<file path="src/rtl/hex_display_pkg.sv">
// rtl/hex_display_pkg.sv - constants, font ROM and decode result type for the display snoop
package hex_display_pkg;

  localparam int NUM_CHARS     = 16;
  localparam int DOTS_PER_CHAR = 40;
  localparam int CTRL_BITS     = 32;
  localparam int FRAME_BITS    = NUM_CHARS * DOTS_PER_CHAR;

  // Hex font used by the display driver, entry k is the 40-dot image of digit k.
  // Listed from 'F' down to '0' so that GLYPH_ROM[k] selects digit k.
  localparam logic [15:0][39:0] GLYPH_ROM = {
    40'h7F_09_09_09_01,  // F
    40'h7F_49_49_49_41,  // E
    40'h7F_41_41_41_3E,  // D
    40'h3E_41_41_41_22,  // C
    40'h7F_49_49_49_36,  // B
    40'h7E_09_09_09_7E,  // A
    40'h06_49_49_29_1E,  // 9
    40'h36_49_49_49_36,  // 8
    40'h01_71_09_05_03,  // 7
    40'h3C_4A_49_49_30,  // 6
    40'h27_45_45_45_39,  // 5
    40'h18_14_12_7F_10,  // 4
    40'h22_41_49_49_36,  // 3
    40'h62_51_49_49_46,  // 2
    40'h00_42_7F_40_00,  // 1
    40'h3E_51_49_45_3E   // 0
  };

  typedef struct packed {
    logic [3:0] nibble;
    logic       blank;
    logic       lit;
    logic       err;
  } glyph_dec_t;

endpackage

</file>
<file path="src/rtl/hex_glyph_decode.sv">
// rtl/hex_glyph_decode.sv - combinational 40-dot character to hex nibble decoder
module hex_glyph_decode
  import hex_display_pkg::*;
(
  input  logic [39:0] i_dots,
  output glyph_dec_t  o_dec
);

  // lit beats blank beats glyph match; anything else is flagged unknown
  always_comb begin
    o_dec = '0;
    if (&i_dots) begin
      o_dec.lit = 1'b1;
    end else if (~|i_dots) begin
      o_dec.blank = 1'b1;
    end else begin
      o_dec.err = 1'b1;
      for (int k = 0; k < 16; k++) begin
        if (i_dots == GLYPH_ROM[k]) begin
          o_dec.nibble = k[3:0];
          o_dec.err    = 1'b0;
        end
      end
    end
  end

endmodule

</file>
<file path="src/rtl/hex_display_snoop.sv">
// rtl/hex_display_snoop.sv - passive deserializer/decoder for the labkit dot-matrix display bus
module hex_display_snoop
  import hex_display_pkg::glyph_dec_t;
#(
  parameter int SYNC_STAGES   = 2,
  parameter int NUM_CHARS     = 16,
  parameter int DOTS_PER_CHAR = 40,
  parameter int CTRL_BITS     = 32
) (
  input  logic                   clock_27mhz,
  input  logic                   reset,
  input  logic                   disp_clock,
  input  logic                   disp_data_out,
  input  logic                   disp_rs,
  input  logic                   disp_ce_b,
  input  logic                   disp_reset_b,
  output logic [4*NUM_CHARS-1:0] hex_data,
  output logic [NUM_CHARS-1:0]   blank_flags,
  output logic [NUM_CHARS-1:0]   lit_flags,
  output logic [NUM_CHARS-1:0]   glyph_err,
  output logic [CTRL_BITS-1:0]   ctrl_word,
  output logic                   frame_stb,
  output logic                   ctrl_stb,
  output logic                   frame_err,
  output logic                   reset_seen
);

  localparam int                IDX_W     = $clog2(NUM_CHARS);
  localparam logic [9:0]        FRAME_CNT = 10'(NUM_CHARS * DOTS_PER_CHAR);
  localparam logic [9:0]        CTRL_CNT  = 10'(CTRL_BITS);
  localparam logic [5:0]        LAST_DOT  = 6'(DOTS_PER_CHAR - 1);
  localparam logic [IDX_W-1:0]  LAST_IDX  = IDX_W'(NUM_CHARS - 1);

  // bus vector layout {reset_b, ce_b, rs, data, clock}; idle bus is reset_b=1, ce_b=1
  localparam int         B_CLK  = 0;
  localparam int         B_DAT  = 1;
  localparam int         B_RS   = 2;
  localparam int         B_CEB  = 3;
  localparam int         B_RSTB = 4;
  localparam logic [4:0] BUS_IDLE  = 5'b11000;
  localparam logic [2:0] HIST_IDLE = 3'b110;

  logic [4:0]             r_sync [SYNC_STAGES];
  logic [2:0]             r_hist;  // {reset_b, ce_b, clock} one cycle older than synced
  logic [4:0]             w_bus_in;
  logic [4:0]             w_sync;
  logic                   w_bus_rst;
  logic                   w_sclk_rise;
  logic                   w_latch;
  logic                   w_reset_fall;
  logic                   w_first;
  logic                   w_rs_eff;

  logic [DOTS_PER_CHAR-1:0] r_shift;
  logic [9:0]             r_total_cnt;
  logic [5:0]             r_char_cnt;
  logic [IDX_W-1:0]       r_char_idx;
  logic                   r_rs;
  logic                   r_err;
  logic                   r_dec_pend;
  logic                   r_latch_pend;

  logic [4*NUM_CHARS-1:0] r_stg_hex;
  logic [NUM_CHARS-1:0]   r_stg_blank;
  logic [NUM_CHARS-1:0]   r_stg_lit;
  logic [NUM_CHARS-1:0]   r_stg_gerr;
  logic [4*NUM_CHARS-1:0] w_hex_next;
  logic [NUM_CHARS-1:0]   w_blank_next;
  logic [NUM_CHARS-1:0]   w_lit_next;
  logic [NUM_CHARS-1:0]   w_gerr_next;
  glyph_dec_t             w_dec;

  assign w_bus_in = {disp_reset_b, disp_ce_b, disp_rs, disp_data_out, disp_clock};
  assign w_sync   = r_sync[SYNC_STAGES-1];

  // synchronizer chain on every bus input plus edge-detect history
  always_ff @(posedge clock_27mhz) begin
    if (reset) begin
      for (int s = 0; s < SYNC_STAGES; s++) r_sync[s] <= BUS_IDLE;
      r_hist <= HIST_IDLE;
    end else begin
      r_sync[0] <= w_bus_in;
      for (int s = 1; s < SYNC_STAGES; s++) r_sync[s] <= r_sync[s-1];
      r_hist <= {w_sync[B_RSTB], w_sync[B_CEB], w_sync[B_CLK]};
    end
  end

  assign w_bus_rst    = ~w_sync[B_RSTB];
  assign w_sclk_rise  = w_sync[B_CLK] & ~r_hist[0] & ~w_sync[B_CEB] & ~w_bus_rst;
  assign w_latch      = w_sync[B_CEB] & ~r_hist[1] & ~w_bus_rst;
  assign w_reset_fall = ~w_sync[B_RSTB] & r_hist[2];
  assign w_first      = (r_total_cnt == 10'd0);
  assign w_rs_eff     = w_first ? w_sync[B_RS] : r_rs;

  // shift register, bit counters and rs tracking; cleared by bus reset or a processed latch
  always_ff @(posedge clock_27mhz) begin
    if (reset || w_bus_rst || r_latch_pend) begin
      r_shift     <= '0;
      r_total_cnt <= '0;
      r_char_cnt  <= '0;
      r_rs        <= 1'b0;
      r_err       <= 1'b0;
      r_dec_pend  <= 1'b0;
    end else begin
      r_dec_pend <= 1'b0;
      if (w_sclk_rise) begin
        r_shift <= {r_shift[DOTS_PER_CHAR-2:0], w_sync[B_DAT]};
        if (r_total_cnt != 10'd1023) r_total_cnt <= r_total_cnt + 10'd1;
        if (w_first) r_rs <= w_sync[B_RS];
        else if (w_sync[B_RS] != r_rs) r_err <= 1'b1;
        if (r_char_cnt == LAST_DOT) begin
          r_char_cnt <= '0;
          // only the first full frame of dots is decoded
          r_dec_pend <= ~w_rs_eff && (r_total_cnt < FRAME_CNT);
        end else begin
          r_char_cnt <= r_char_cnt + 6'd1;
        end
      end
    end
  end

  hex_glyph_decode u_decode (
    .i_dots (r_shift),
    .o_dec  (w_dec)
  );

  // staging contents including the character being written this cycle
  always_comb begin
    w_hex_next   = r_stg_hex;
    w_blank_next = r_stg_blank;
    w_lit_next   = r_stg_lit;
    w_gerr_next  = r_stg_gerr;
    if (r_dec_pend) begin
      w_hex_next[{r_char_idx, 2'b00} +: 4] = w_dec.nibble;
      w_blank_next[r_char_idx]             = w_dec.blank;
      w_lit_next[r_char_idx]               = w_dec.lit;
      w_gerr_next[r_char_idx]              = w_dec.err;
    end
  end

  // staging registers and character slot pointer (counts down from the top, no wrap)
  always_ff @(posedge clock_27mhz) begin
    if (reset || w_bus_rst) begin
      r_stg_hex   <= '0;
      r_stg_blank <= '0;
      r_stg_lit   <= '0;
      r_stg_gerr  <= '0;
      r_char_idx  <= LAST_IDX;
    end else begin
      r_stg_hex   <= w_hex_next;
      r_stg_blank <= w_blank_next;
      r_stg_lit   <= w_lit_next;
      r_stg_gerr  <= w_gerr_next;
      if (r_latch_pend) r_char_idx <= LAST_IDX;
      else if (r_dec_pend && r_char_idx != '0) r_char_idx <= r_char_idx - 1'b1;
    end
  end

  // latch evaluation one cycle after detection, so a coincident final bit is counted
  always_ff @(posedge clock_27mhz) begin
    if (reset) begin
      hex_data     <= '0;
      blank_flags  <= '0;
      lit_flags    <= '0;
      glyph_err    <= '0;
      ctrl_word    <= '0;
      frame_stb    <= 1'b0;
      ctrl_stb     <= 1'b0;
      frame_err    <= 1'b0;
      reset_seen   <= 1'b0;
      r_latch_pend <= 1'b0;
    end else begin
      frame_stb    <= 1'b0;
      ctrl_stb     <= 1'b0;
      frame_err    <= 1'b0;
      reset_seen   <= w_reset_fall;
      r_latch_pend <= w_latch;
      if (r_latch_pend && !w_bus_rst && r_total_cnt != 10'd0) begin
        if (!r_rs) begin
          if (r_total_cnt == FRAME_CNT && !r_err) begin
            hex_data    <= w_hex_next;
            blank_flags <= w_blank_next;
            lit_flags   <= w_lit_next;
            glyph_err   <= w_gerr_next;
            frame_stb   <= 1'b1;
          end else begin
            frame_err <= 1'b1;
          end
        end else begin
          if (r_total_cnt == CTRL_CNT && !r_err) begin
            ctrl_word <= r_shift[CTRL_BITS-1:0];
            ctrl_stb  <= 1'b1;
          end else begin
            frame_err <= 1'b1;
          end
        end
      end
    end
  end

endmodule

</file>
<file path="config.mk">
export PLATFORM = sky130hd
export DESIGN_NAME = hex_display_snoop
export DESIGN_NICKNAME = d
export VERILOG_FILES = /design/src/rtl/hex_display_pkg.sv /design/src/rtl/hex_glyph_decode.sv /design/src/rtl/hex_display_snoop.sv
export SDC_FILE = /design/constraint.sdc
export NUM_CORES = 1
export LEC_CHECK = 0
export CAP_MARGIN = 20
export CELL_PAD_IN_SITES_DETAIL_PLACEMENT = 1
export CELL_PAD_IN_SITES_GLOBAL_PLACEMENT = 2
export CORE_UTILIZATION = 38
export CTS_BUF_LIST = sky130_fd_sc_hd__clkbuf_4
export DETAILED_ROUTE_END_ITERATION = 16
export PLACE_DENSITY_LB_ADDON = 0.1
export SYNTH_ARGS = -nofsm -noshare
export SYNTH_HDL_FRONTEND = slang
export SYNTH_SLANG_ARGS = --single-unit
</file>
<file path="constraint.sdc">
create_clock -name clock_27mhz -period 6.3 [get_ports clock_27mhz]
set_clock_uncertainty 0.05 [all_clocks]
set_input_delay 1.26 -clock clock_27mhz [delete_from_list [all_inputs] [get_ports clock_27mhz]]
set_output_delay 1.26 -clock clock_27mhz [all_outputs]
set_load 0.03 [all_outputs]
</file>
==> Word-level counts from Yosys, hierarchy flattened <==
Memory sizes are Yosys's and may differ from the RTL's.
Index checks and enable logic that the tools add are counted.
{ "word_totals": {"reg_bits": 327, "ram_bits": 10, "input_bits": 7, "elab_cells": 154, "n_memories": 1} }
{ "memory_table": {"columns": ["name", "words", "width", "read_ports", "rd_clocked_by_memory_dff", "write_ports", "line_no", "text"], "rows": [
  ["r_sync", 2, 5, 2, 0, 2, "hex_display_snoop.sv:43", "logic [4:0] r_sync [SYNC_STAGES];"]
]} }
{ "classes": {"add_sub_neg": 4, "order_cmp": 3, "n_eq_ne": 21, "shifts": 2, "n_mux": 59, "bitwise_logic": 18, "reduce_logical": 24} }
{ "op_table": {"columns": ["cell", "n"], "rows": [
  ["$eq A40 B38 Y1 const B", 6],
  ["$eq A40 B39 Y1 const B", 6],
  ["$bwmux W64", 1],
  ["$mux W64", 1],
  ["$shift A4 B8 Y64 const A", 1],
  ["$shiftx A4 B8 Y64", 1],
  ["$bwmux W16", 3],
  ["$mux W16", 3],
  ["$eq A40 B31 Y1 const B", 1],
  ["$eq A40 B33 Y1 const B", 1],
  ["$eq A40 B35 Y1 const B", 1],
  ["$eq A40 B37 Y1 const B", 1],
  ["$reduce_and A40 Y1", 1],
  ["$reduce_or A40 Y1", 1],
  ["$mux W4", 9],
  ["$mux W1", 31],
  ["$mux W5", 3],
  ["$mux W3", 4],
  ["$add A10 B1 Y10 const B", 1],
  ["$eq A10 B10 Y1 const B", 1],
  ["$eq A10 B6 Y1 const B", 1],
  ["$logic_not A10 Y1", 1],
  ["$lt A10 B10 Y1 const B", 1],
  ["$ne A10 B10 Y1 const B", 1],
  ["22 further kinds", 50]
]} }

==> Depth between registers and ports, before layout <==
Gate-level depths: netlist (run 1).
{ "logic_depth": {"ltp_word": 21, "mapped_depth": 11} }

==> By module <==
From an unflattened synthesis (run 1), not the netlist that was laid out.
{ "unflattened": {"hier_cells": 1513, "hier_area_um2": 13643.1} }
{ "modules_own_cells": {"columns": ["module", "n_inst", "cells_per_inst", "area_each_um2"], "rows": [
  ["hex_display_snoop", 1, 1371, 12680.9],
  ["hex_glyph_decode", 1, 142, 962.2]
]} }

==> Worst setup path after synthesis (run 1) <==
No wires, ideal clock.
{ "synth_path": {"kind": "flip-flop to flip-flop", "startpoint": "register r_shift[13]", "endpoint": "register glyph_err[12]", "setup_time_ns": 0.142, "arrival_ns": 2.458, "t_required_ns": 6.108, "slack_ns": 3.650, "stages_incl_launch_ff": 10, "n_path_buf": 2, "synth_period_minus_slack_ns": 2.650, "cell_sequence": "dfxtp_1 > clkbuf_1 > or4_1 > or4b_1 > nor4_1 > a21oi_1 > o211a_1 > clkbuf_1 > nand4b_1 > a311oi_1"} }
{ "synth_between": {"elab_chain_cells": 21} }
{ "synth_lines": {"columns": ["item", "line_no", "text"], "rows": [
  ["from (decl)", "hex_display_snoop.sv:54", "logic [DOTS_PER_CHAR-1:0] r_shift;"],
  ["from (signal assigned)", "hex_display_snoop.sv:107", "r_shift <= {r_shift[DOTS_PER_CHAR-2:0], w_sync[B_DAT]};"],
  ["$eq A40 B38 Y1", "hex_glyph_decode.sv:19", "if (i_dots == GLYPH_ROM[k]) begin"],
  ["$mux W1 (16 in a row)", "hex_glyph_decode.sv:19", null],
  ["$mux W1", "hex_glyph_decode.sv:14", "end else if (~|i_dots) begin"],
  ["$mux W1 (*)", "hex_glyph_decode.sv:12", "if (&i_dots) begin"],
  ["$bwmux W16 (*)", "hex_display_snoop.sv:137", "w_gerr_next[r_char_idx] = w_dec.err;"],
  ["$mux W16 (*)", "hex_display_snoop.sv:133", "if (r_dec_pend) begin"],
  ["to (signal assigned)", "hex_display_snoop.sv:184", "glyph_err <= w_gerr_next;"],
  ["to (decl)", "hex_display_snoop.sv:20", "output logic [NUM_CHARS-1:0] glyph_err,"]
]} }
Every way passes the cells marked *; elsewhere a longest branch is shown, timed or not.
A chain may end at the register's enable or synchronous reset.

==> Final worst setup path (run 1) <==
{ "layout_path": {"startpoint": "register r_shift[4]", "endpoint": "register glyph_err[11]"} }
The elaborated chain is that of the path after synthesis.

==> metrics.md, run 1 <==
| Metric | Value |
|---|---|
| FILL cells | `4217` |
| VDD IR-drop max | `0.000131 V` |
| Initial antenna violation count | `2` |
| Global placement routability congestion | `0.874` |
| CP most frequent cell | `nand4b_1` |
| Die ar. | `36600 um2` |
| Max stage delay on crit path | `0.87 ns` |
| Vias in the first global route | `12500` |
| Pre-antenna DRT Iters | `4` |
| Largest net degree at the start of global routing | `86` |
| Seq cells post-synth | `337` |
| Critical path's top delay family | `simple AND/OR/NAND/NOR gates` |
| Top cells by area, synth | `dfxtp_1, nor2_1, nand2_1` |
| Reg2Reg Depth | `8` |
| Hold_buf cts | `0` |
| Synth area leader | `dfxtp_1` |
| Setup Buffers After CTS | `0` |
| Status | `finished, final reports clean` |
| Unrepaired setup endpoints after global routing | `false` |
| Crit start category | `flip-flop` |
| RR Endpoint | `glyph_err[11]` |
| Drt first-iter violations | `559` |
| TritonCTS Buffers | `91` |
| Clock-pin transition on the worst setup and hold timing paths | `0.06 ns` |
| Most used flip-flop cell after synthesis | `dfxtp_1` |
| Power Dens Cells | `260 nW/um2` |
| Final max-slew violation count | `0` |
| Post-CTS Resized | `0` |
| Global-route wire length before repair | `68900 um` |
| Clock buffer depth | `3` |
| Root Driver | `clkbuf_4` |
| Placed Cells | `2125` |
| Vias | `12500` |
| Most frequent cell after synthesis | `dfxtp_1` |
| Top cells by count, synth | `dfxtp_1, nor2_1, nand2_1` |
| # setup viols final | `0` |
| Post-detail-place hpwl | `28300 um` |
| Worst flop-to-flop path startpoint | `r_shift[4]` |
| Hold path depth | `1` |
| Cell variety after synth | `69` |
| Fin cells | `2287` |
| Setup ws final | `2.78 ns` |
| Total grt overflow | `0` |
| Part of the cycle the worst path needs | `55.8%` |
| R2R Setup Slk | `2.78 ns` |
| Max FO, Critical Path | `17` |
| DR WL/cell | `18.8 um` |
| Die H | `191 um` |
| Sequential area share after synthesis | `49.6%` |
| IO Pins | `155` |
| Crit path kind | `reg -> reg` |
| DRC errors left | `0` |
| Worst setup EP type | `flip-flop` |
| Post-DRT Antenna Nets | `0` |
| Asr flop ratio synth | `0%` |
| Vias per Instance | `5.47` |
| Max_cap viols | `0` |
| Drt total wl | `43000 um` |
| Clock Latency Late Sink | `0.79 ns` |
| Minimum clock period after layout | `3.52 ns` |
| DP Worst Slack | `2.64 ns` |
| Row count | `68` |
| Area fraction of the dominant cell type after synthesis | `49.6%` |
| Worst Hold Path EP | `r_latch_pend` |
| P&R area growth vs syn | `21.4%` |
| Leakage | `5.43 nW` |
| Critical-path cell list | `or4_4 -> or3_4 -> nand4b_1 -> nand4_1 -> nor2_1 -> buf_4 -> nand4b_1 -> a311oi_1` |
| Die X | `191 um` |
| CTS tree | `built` |
| H-tree levels | `3` |
| Avg Inst Size Synth | `8.29 um2` |
| Synth Instances | `1641` |
| Fmax achieved | `284 MHz` |
| Core area | `34900 um2` |
| Slew HR | `32.3%` |
| Starting Density | `39.0%` |
| TritonCTS Sinks | `337` |
| Worst Min Path Start | `r_hist[1]` |
| Synth warnings | `0` |
| Post-synth EDFFs | `0` |
| IO buf count | `154` |
| Slew at the pin closest to its max-slew limit | `1.01 ns` |
| Syn Std Cell Area | `13600 um2` |
| Syn Nets | `1655` |
| Total Nets Final | `1777` |
| Fin util | `47.4%` |
| Critical Path RT | `6.85 ns` |
| Worst Path Arrival | `4.07 ns` |
| CP max stage cell | `nand4b_1` |
| TNS Setup | `0 ns` |
| HP Class | `reg -> reg` |
| Gr usage total | `23.8%` |
| Buf/Inv on CP | `1` |
| Layout cells sized above 1 | `10.7%` |
| Final hold vios | `0` |
-- per-layer routing --
| metal | part of all wire, % | routed length, um | GRT usage, % | vias to the layer above |
|---|---|---|---|---|
| met5 | 0 | 0 | 0 | - |
| met4 | 1.6 | 699 | 7.17 | 0 |
| met3 | 4.2 | 1810 | 5.01 | 54 |
| met2 | 44 | 19000 | 36.8 | 255 |
| met1 | 50 | 21500 | 33.2 | 6162 |
| li1 | - | - | - | 6041 |
-- placed cells by master, fill, tap and decap left out, types with 17 or more instances in the layout --
cell type | synthesis | final
a21oi_1 | 142 | 142
clkbuf_4 | 0 | 142
clkdlybuf4s50_1 | 0 | 153
o21ai_0 | 30 | 30
nor2_1 | 266 | 266
nand4_1 | 38 | 38
nand3_1 | 47 | 47
a211oi_1 | 71 | 71
nand4b_1 | 19 | 19
nand2_1 | 244 | 244
dfxtp_1 | 337 | 337
a22oi_1 | 36 | 36
nor3_1 | 31 | 31
nor4_1 | 17 | 17
-- per-stage QoR --
step	hold slack (ns)	area, um2	power, W
after floorplan	0.323	13600	0.00223
after global placement	0.342	15300	0.00225
after detailed placement	0.345	15300	0.00225
after CTS	0.359	16500	0.00438
after global routing	0.384	16500	0.00449
final	0.357	16500	0.00430
-- cell families (layout without fill, tap and decap cells) --
logic type,Yosys count,after routing,synth area share [%]
AOI/OAI and AO/OA,337,337,15.9
xor gates and xnor gates,16,16,1.03
adders and majority gates,7,7,0.643
buffers and inverters,150,338,4.52
DFF,337,337,49.6
muxes,1,1,0.0827
other,0,3,0
and+or+nand+nor,793,793,28.3
-- worst reg2reg max path, cell delays in order, from the launching register on --
cell and delay (ns):
dfxtp_1 0.40, or4_4 0.61, or3_4 0.45, nand4b_1 0.87
nand4_1 0.41, nor2_1 0.07, buf_4 0.21, nand4b_1 0.16
a311oi_1 0.11
-- state kept, by name, indices dropped and copies added (netlist names), 6 cells and up --
| signal | count |
|---|---|
| hex_data | 64 |
| r_stg_hex | 64 |
| r_shift | 40 |
| ctrl_word | 32 |
| blank_flags | 16 |
| glyph_err | 16 |
| lit_flags | 16 |
| r_stg_blank | 16 |
| r_stg_gerr | 16 |
| r_stg_lit | 16 |
| r_sync | 10 |
| r_total_cnt | 10 |
| r_char_cnt | 6 |
-- power by group --
part / internal [W] / switching, W / leakage [nW]
Combinational: 0.0000123 / 0.0000494 / 1.98
Clock: 0.00118 / 0.000920 / 0.734
Sequential: 0.00213 / 0.00000277 / 2.72
-- area by class of cell --
cell class | instances | area (um2) | share of cell area, %
Tap cell | 455 | 569 | 3.44
Timing Repair Buffer | 168 | 1640 | 9.95
Antenna cell | 3 | 7.51 | 0.0454
Clock buffer | 142 | 1070 | 6.45
Multi-Input combinational cell | 1154 | 6280 | 38.0
Clock inverter | 17 | 179 | 1.08
Inverter | 11 | 41.3 | 0.250
Sequential cell | 337 | 6750 | 40.8
-- worst max-delay path by stage --
stage                      from       endpoint  slack, ns  depth (start not counted)
finish               r_shift[4]  glyph_err[11]       2.78                          8
global route         r_shift[4]   glyph_err[4]       2.60                          8
CTS                  r_shift[4]  glyph_err[11]       2.81                          8
global placement          reset  r_stg_hex[63]       2.66                          4
detailed placement        reset   r_stg_hex[4]       2.64                          4
floorplan           r_shift[13]  glyph_err[12]       3.65                          9
Power figures use the tool's default switching activity.
==> run 2, diff against run 1 <==
--- a/config.mk
+++ b/config.mk
@@ -8,7 +8,7 @@
 export CAP_MARGIN = 20
 export CELL_PAD_IN_SITES_DETAIL_PLACEMENT = 1
 export CELL_PAD_IN_SITES_GLOBAL_PLACEMENT = 2
-export CORE_UTILIZATION = 38
+export CORE_UTILIZATION = 31
 export CTS_BUF_LIST = sky130_fd_sc_hd__clkbuf_4
 export DETAILED_ROUTE_END_ITERATION = 16
 export PLACE_DENSITY_LB_ADDON = 0.1
==> constraint.sdc (replaced) <==
create_clock -name clock_27mhz -period 2.85 [get_ports clock_27mhz]
set_clock_uncertainty 0.05 [all_clocks]
set_input_delay 0.57 -clock clock_27mhz [delete_from_list [all_inputs] [get_ports clock_27mhz]]
set_output_delay 0.57 -clock clock_27mhz [all_outputs]
set_load 0.03 [all_outputs]
==> metrics.md, run 2 (same netlist as run 1, synthesis figures left out) <==
| Metric | Value |
|---|---|
| Unrepaired setup endpoints after global routing | `true` |
| Max stage delay on crit path | `0.60 ns (-0.27 ns)` |
| Final hold vios | `0 (unchanged)` |
| CTS tree | `built` |
| Critical-path cell list | `or4_1 -> or4b_4 -> nor4_4 -> buf_4 -> a21oi_2 -> o211ai_2 -> buf_4 -> buf_12 -> a22oi_1 -> a211oi_1` |
| Worst Hold Path EP | `hex_data[34]` |
| Global placement routability congestion | `0.895 (+2.4%)` |
| Largest net degree at the start of global routing | `104 (+21%)` |
| Power Dens Cells | `522 nW/um2 (+100%)` |
| Worst flop-to-flop path startpoint | `r_shift[14]` |
| Hold WS | `0.241 ns (-0.115 ns)` |
| Status | `finished, final reports clean` |
| Post-detail-place hpwl | `33400 um (+18%)` |
| CP most frequent cell | `buf_4` |
| Most frequent cells in the layout | `dfxtp_1, nor2_1, nand2_1` |
| IO Pins | `155 (unchanged)` |
| Fin area | `18100 um2 (+9.4%)` |
| Critical path's top delay family | `simple AND/OR/NAND/NOR gates` |
| Die H | `212 um (+11%)` |
| Worst Path Arrival | `3.43 ns (-0.64 ns)` |
| Drt total wl | `47500 um (+10%)` |
| Largest regs | `hex_data x64, r_stg_hex x64, r_shift x40` |
| Worst Min Path Start | `reset` |
| Slew at the pin closest to its max-slew limit | `0.906 ns (-0.104 ns)` |
| Clock buffer depth | `3 (unchanged)` |
| DRC errors left | `0 (unchanged)` |
| Max_cap viols | `0 (unchanged)` |
| # setup viols final | `0 (unchanged)` |
| IO buf count | `154 (unchanged)` |
| Crit. path cell count | `10 (+2)` |
| Layout cells sized above 1 | `18.3% (+7.6 points)` |
| Vias per Instance | `5.01 (-8.4%)` |
| FILL cells | `5168 (+23%)` |
| Initial antenna violation count | `2 (unchanged)` |
| H-tree levels | `3 (unchanged)` |
| Post-DRT Antenna Nets | `0 (unchanged)` |
| Critical Path RT | `3.51 ns (-3.34 ns)` |
| Vias | `12900 (+2.9%)` |
| Slew HR | `39.6% (+7.3 points)` |
| Die X | `212 um (+11%)` |
| Gr usage total | `21.5% (-2.4 points)` |
| Crit path kind | `reg -> reg` |
| Drt first-iter violations | `458 (-18%)` |
| Clock Latency Late Sink | `0.83 ns (+0.04 ns)` |
| RR Endpoint | `hex_data[23]` |
| Post-DP Area | `16600 um2 (+8.7%)` |
| Part of the cycle the worst path needs | `97.1% (+41 points)` |
| Row count | `76 (+12%)` |
| Leakage | `6.23 nW (+15%)` |
| Buf/Inv on CP | `3 (+2)` |
| Starting Density | `31.5% (-7.5 points)` |
| DR WL/cell | `18.5 um (-1.7%)` |
| TritonCTS Buffers | `98 (+7.7%)` |
| Final max-slew violation count | `0 (unchanged)` |
| Most common cell after layout, fill and taps aside | `dfxtp_1` |
| TNS Setup | `0 ns (unchanged)` |
| Reg2Reg Depth | `10 (+2)` |
| Fmax achieved | `361 MHz (+27%)` |
| HP Class | `in -> reg` |
| Start point of the critical path | `r_shift[14]` |
| Minimum clock period after layout | `2.77 ns (-0.749 ns)` |
| Global-route wire length before repair | `75200 um (+9.1%)` |
| CP max stage cell | `or4b_4` |
| Core area | `43200 um2 (+24%)` |
| Total Nets Final | `1917 (+7.9%)` |
| Placed Cells | `2385 (+12%)` |
| Crit start category | `flip-flop` |
| TritonCTS Sinks | `337 (unchanged)` |
| Die ar. | `44800 um2 (+22%)` |
| Fin cells | `2567 (+12%)` |
| Hold path depth | `4 (+3)` |
| Max FO, Critical Path | `7 (-10)` |
| VDD IR-drop max | `0.000343 V (+160%)` |
| R2R Setup Slk | `0.08 ns (-2.70 ns)` |
| Hold_buf cts | `0 (unchanged)` |
| Worst setup EP type | `flip-flop` |
| P&R area growth vs syn | `32.8%` |
| Pre-antenna DRT Iters | `4 (unchanged)` |
| Total grt overflow | `0 (unchanged)` |
| Vias in the first global route | `13500 (+7.9%)` |
| Clock-pin transition on the worst setup and hold timing paths | `0.07 ns (about the same)` |
| Root Driver | `clkbuf_4` |
-- run 2: cell types whose count changed in the layout (fill, tap and decap cells not counted), moves of 4 or more --
| cell | delta |
|---|---|
| dfxtp_2 | +7 |
| buf_4 | +116 |
| dfxtp_1 | -7 |
| nor3_2 | +4 |
| nor3_1 | -5 |
| buf_12 | +16 |
| clkinv_1 | +13 |
-- run 2: how the worst max path moves through the flow --
stage | to | slack (ns)
after global placement | hex_data[43] | -0.14
final | hex_data[23] | 0.08
after CTS | hex_data[43] | -0.02
after detailed placement | hex_data[43] | -0.16
after global routing | hex_data[23] | -0.05
after floorplan | glyph_err[12] | 0.20
-- run 2: routing by layer --
layer  up-vias  wire length [um]  track usage (%)
li1       6327                 -                -
met4         0               986             7.00
met2       215             22900             36.2
met1      6248             21900             27.1
met5         -                 0                0
met3        80              1640             4.61
-- run 2: final cells by class --
| cell class | instances | area (um2) | share of cell area, % |
|---|---|---|---|
| Inverter | 11 | 41.3 | 0.228 |
| Antenna cell | 5 | 12.5 | 0.0692 |
| Tap cell | 585 | 732 | 4.05 |
| Timing Repair Buffer | 301 | 2860 | 15.8 |
| Clock inverter | 30 | 173 | 0.955 |
| Sequential cell | 337 | 6760 | 37.4 |
| Clock buffer | 144 | 1080 | 5.98 |
| Multi-Input combinational cell | 1154 | 6430 | 35.5 |
-- run 2: tightest hold or removal path, delay by kind of cell --
kind / cells / cell delay, ns
AND/OR/NAND/NOR: 1 / 0.13
buffers and inverters: 2 / 0.27
AO/OA/AOI/OAI: 1 / 0.07
-- run 2: through the flow --
stage	worst slack [ns]	util [%]	power (W)
6_report	0.0834	41.9	0.00945
5_1_grt	-0.0497	41.9	0.00994
4_1_cts	-0.0162	41.4	0.00964
3_5_place_dp	-0.163	38.5	0.00498
3_3_place_gp	-0.143	38.5	0.00498
2_1_floorplan	0.200	-	0.00492
-- run 2: power by group --
group	total, W	switching (W)	internal (W)
Clock	0.00457	0.00209	0.00248
Sequential	0.00472	0.00000520	0.00472
Combinational	0.000150	0.000116	0.0000341
-- run 2: what timing repair did --
item | CTS | global route
cloned | 0 | 1
gates resized for setup | 4 | 34
pin swaps | 3 | 17
endpoints found under the setup margin | 62 | 128
buffers inserted | 0 | 2
==> run 3, diff against run 2 <==
--- a/config.mk
+++ b/config.mk
@@ -8,6 +8,7 @@
 export CAP_MARGIN = 20
 export CELL_PAD_IN_SITES_DETAIL_PLACEMENT = 1
 export CELL_PAD_IN_SITES_GLOBAL_PLACEMENT = 2
+export CORE_MARGIN = 2
 export CORE_UTILIZATION = 31
 export CTS_BUF_LIST = sky130_fd_sc_hd__clkbuf_4
 export DETAILED_ROUTE_END_ITERATION = 16
==> metrics.md, run 3 (same netlist as run 1, synthesis figures left out) <==
| Metric | Value |
|---|---|
| Core area | `43200 um2 (unchanged)` |
| Buf/Inv on CP | `3 (unchanged)` |
| Final max-slew violation count | `0 (unchanged)` |
| Slew at the pin closest to its max-slew limit | `0.642 ns (-0.264 ns)` |
| CP max stage cell | `or4_4` |
| Slew HR | `56.9% (+17 points)` |
| Starting Density | `31.5% (unchanged)` |
| Total Nets Final | `1901 (-0.83%)` |
| Worst setup EP type | `flip-flop` |
| Root Driver | `clkbuf_4` |
| Global placement routability congestion | `0.857 (-4.3%)` |
| Crit. path cell count | `10 (unchanged)` |
| Drt total wl | `47200 um (-0.55%)` |
| Leakage | `6.09 nW (-2.3%)` |
| Pre-antenna DRT Iters | `4 (unchanged)` |
| Initial antenna violation count | `3 (+1)` |
| Row count | `76 (unchanged)` |
| Clock-pin transition on the worst setup and hold timing paths | `0.07 ns (about the same)` |
| Power Dens Cells | `519 nW/um2 (-0.73%)` |
| TritonCTS Buffers | `94 (-4.1%)` |
| # setup viols final | `0 (unchanged)` |
| Reg2Reg Depth | `10 (unchanged)` |
| Largest regs | `hex_data x64, r_stg_hex x64, r_shift x40` |
| Global-route wire length before repair | `73400 um (-2.4%)` |
| Die H | `214 um (+0.95%)` |
| Worst Path Arrival | `3.44 ns (about the same)` |
| Fin util | `41.3% (-0.57 points)` |
| Gr usage total | `20.6% (-0.83 points)` |
| CP most frequent cell | `buf_4` |
| IO buf count | `154 (unchanged)` |
| Crit start category | `flip-flop` |
| TNS Setup | `0 ns (unchanged)` |
| DR WL/cell | `18.5 um (+0.31%)` |
| Vias per Instance | `5.05 (+0.77%)` |
| Clock buffer depth | `3 (unchanged)` |
| Layout cells sized above 1 | `17.4% (-0.92 points)` |
| Clock Latency Late Sink | `0.82 ns (about the same)` |
| TritonCTS Sinks | `337 (unchanged)` |
| P&R area growth vs syn | `31.0%` |
| Total grt overflow | `0 (unchanged)` |
| Part of the cycle the worst path needs | `96.8% (-0.23 points)` |
| Hold_buf cts | `0 (unchanged)` |
| Vias | `12900 (-0.093%)` |
| Critical path's top delay family | `simple AND/OR/NAND/NOR gates` |
| Post-detail-place hpwl | `32900 um (-1.5%)` |
| VDD IR-drop max | `0.000259 V (-25%)` |
| Fmax achieved | `362 MHz (+0.24%)` |
| Most common cell after layout, fill and taps aside | `dfxtp_1` |
| Critical Path RT | `3.53 ns (+0.02 ns)` |
| Post-DRT Antenna Nets | `0 (unchanged)` |
| Vias in the first global route | `13200 (-2.1%)` |
| Most frequent cells in the layout | `dfxtp_1, nor2_1, nand2_1` |
| H-tree levels | `3 (unchanged)` |
| Hold path depth | `4 (unchanged)` |
| Minimum clock period after layout | `2.76 ns (-0.00668 ns)` |
| Die ar. | `45600 um2 (+1.9%)` |
| HP Class | `in -> reg` |
| Max_cap viols | `0 (unchanged)` |
| Drt first-iter violations | `443 (-3.3%)` |
| CTS tree | `built` |
| Max stage delay on crit path | `0.54 ns (-0.06 ns)` |
| Max FO, Critical Path | `10 (+3)` |
| Die X | `214 um (+0.95%)` |
| Status | `finished, final reports clean` |
| Final hold vios | `0 (unchanged)` |
| IO Pins | `155 (unchanged)` |
| Largest net degree at the start of global routing | `114 (+9.6%)` |
| Critical-path cell list | `buf_4 -> or4b_4 -> or4_4 -> nor3_4 -> a211oi_2 -> o211ai_2 -> buf_4 -> buf_12 -> a22oi_1 -> a211oi_1` |
| Total power | `0.00925 W (-2.1%)` |
| Crit path kind | `reg -> reg` |
| DRC errors left | `0 (unchanged)` |
==> run 3: stage by stage <==
step	worst slack, ns	hold WS [ns]	std cells	cell area, um2
after floorplan	0.200	0.323	1641	13600
after global placement	-0.0133	0.328	2373	16500
after detailed placement	0.0437	0.334	2373	16500
after CTS	0.0468	0.134	2537	17700
after global routing	-0.0437	0.167	2544	17800
final	0.0900	0.247	2545	17800
==> run 3: layer usage <==
layer / part of all wire [%] / up-vias / GRT usage (%) / wire, um
li1: - / 6307 / - / -
met5: 0 / - / 0 / 0
met4: 2.6 / 0 / 7.71 / 1240
met3: 3.8 / 85 / 4.32 / 1780
met1: 45 / 6229 / 25.6 / 21200
met2: 49 / 237 / 35.2 / 23000
==> run 3: worst paths after layout <==
| kind | start | to | slack (ns) |
|---|---|---|---|
| setup / recovery | r_shift[15] | hex_data[11] | 0.09 |
| hold / removal | reset | hex_data[50] | 0.25 |
| setup reg to reg | r_shift[15] | hex_data[11] | 0.09 |
| hold reg to reg | r_hist[1] | r_latch_pend | 0.34 |
==> run 3: final cells by class <==
cell class                      instances  area, um2
Antenna cell                            5       12.5
Clock buffer                          144       1080
Clock inverter                         20       97.6
Fill cell                            5199      25300
Inverter                               11       41.3
Multi-Input combinational cell       1154       6370
Sequential cell                       337       6750
Tap cell                              585        732
Timing Repair Buffer                  289       2750
==> run 3: worst register-to-register path, cell delays in order, from the launching register on <==
cell and delay [ns]:
dfxtp_1 0.32, buf_4 0.15, or4b_4 0.51, or4_4 0.54
nor3_4 0.18, a211oi_2 0.09, o211ai_2 0.21, buf_4 0.15
buf_12 0.14, a22oi_1 0.09, a211oi_1 0.28
==> run 3: report_power, final <==
group | leakage, nW | internal, W | switching (W)
Sequential | 2.72 | 0.00472 | 0.00000520
Combinational | 2.67 | 0.0000372 | 0.000114
Clock | 0.701 | 0.00229 | 0.00208
Total | 6.09 | 0.00705 | 0.00220
==> run 3: what timing repair did <==
| item | CTS | global route |
|---|---|---|
| setup endpoints to repair | 0 | 103 |
| gates resized for setup | 0 | 24 |
| setup buffers | 0 | 2 |
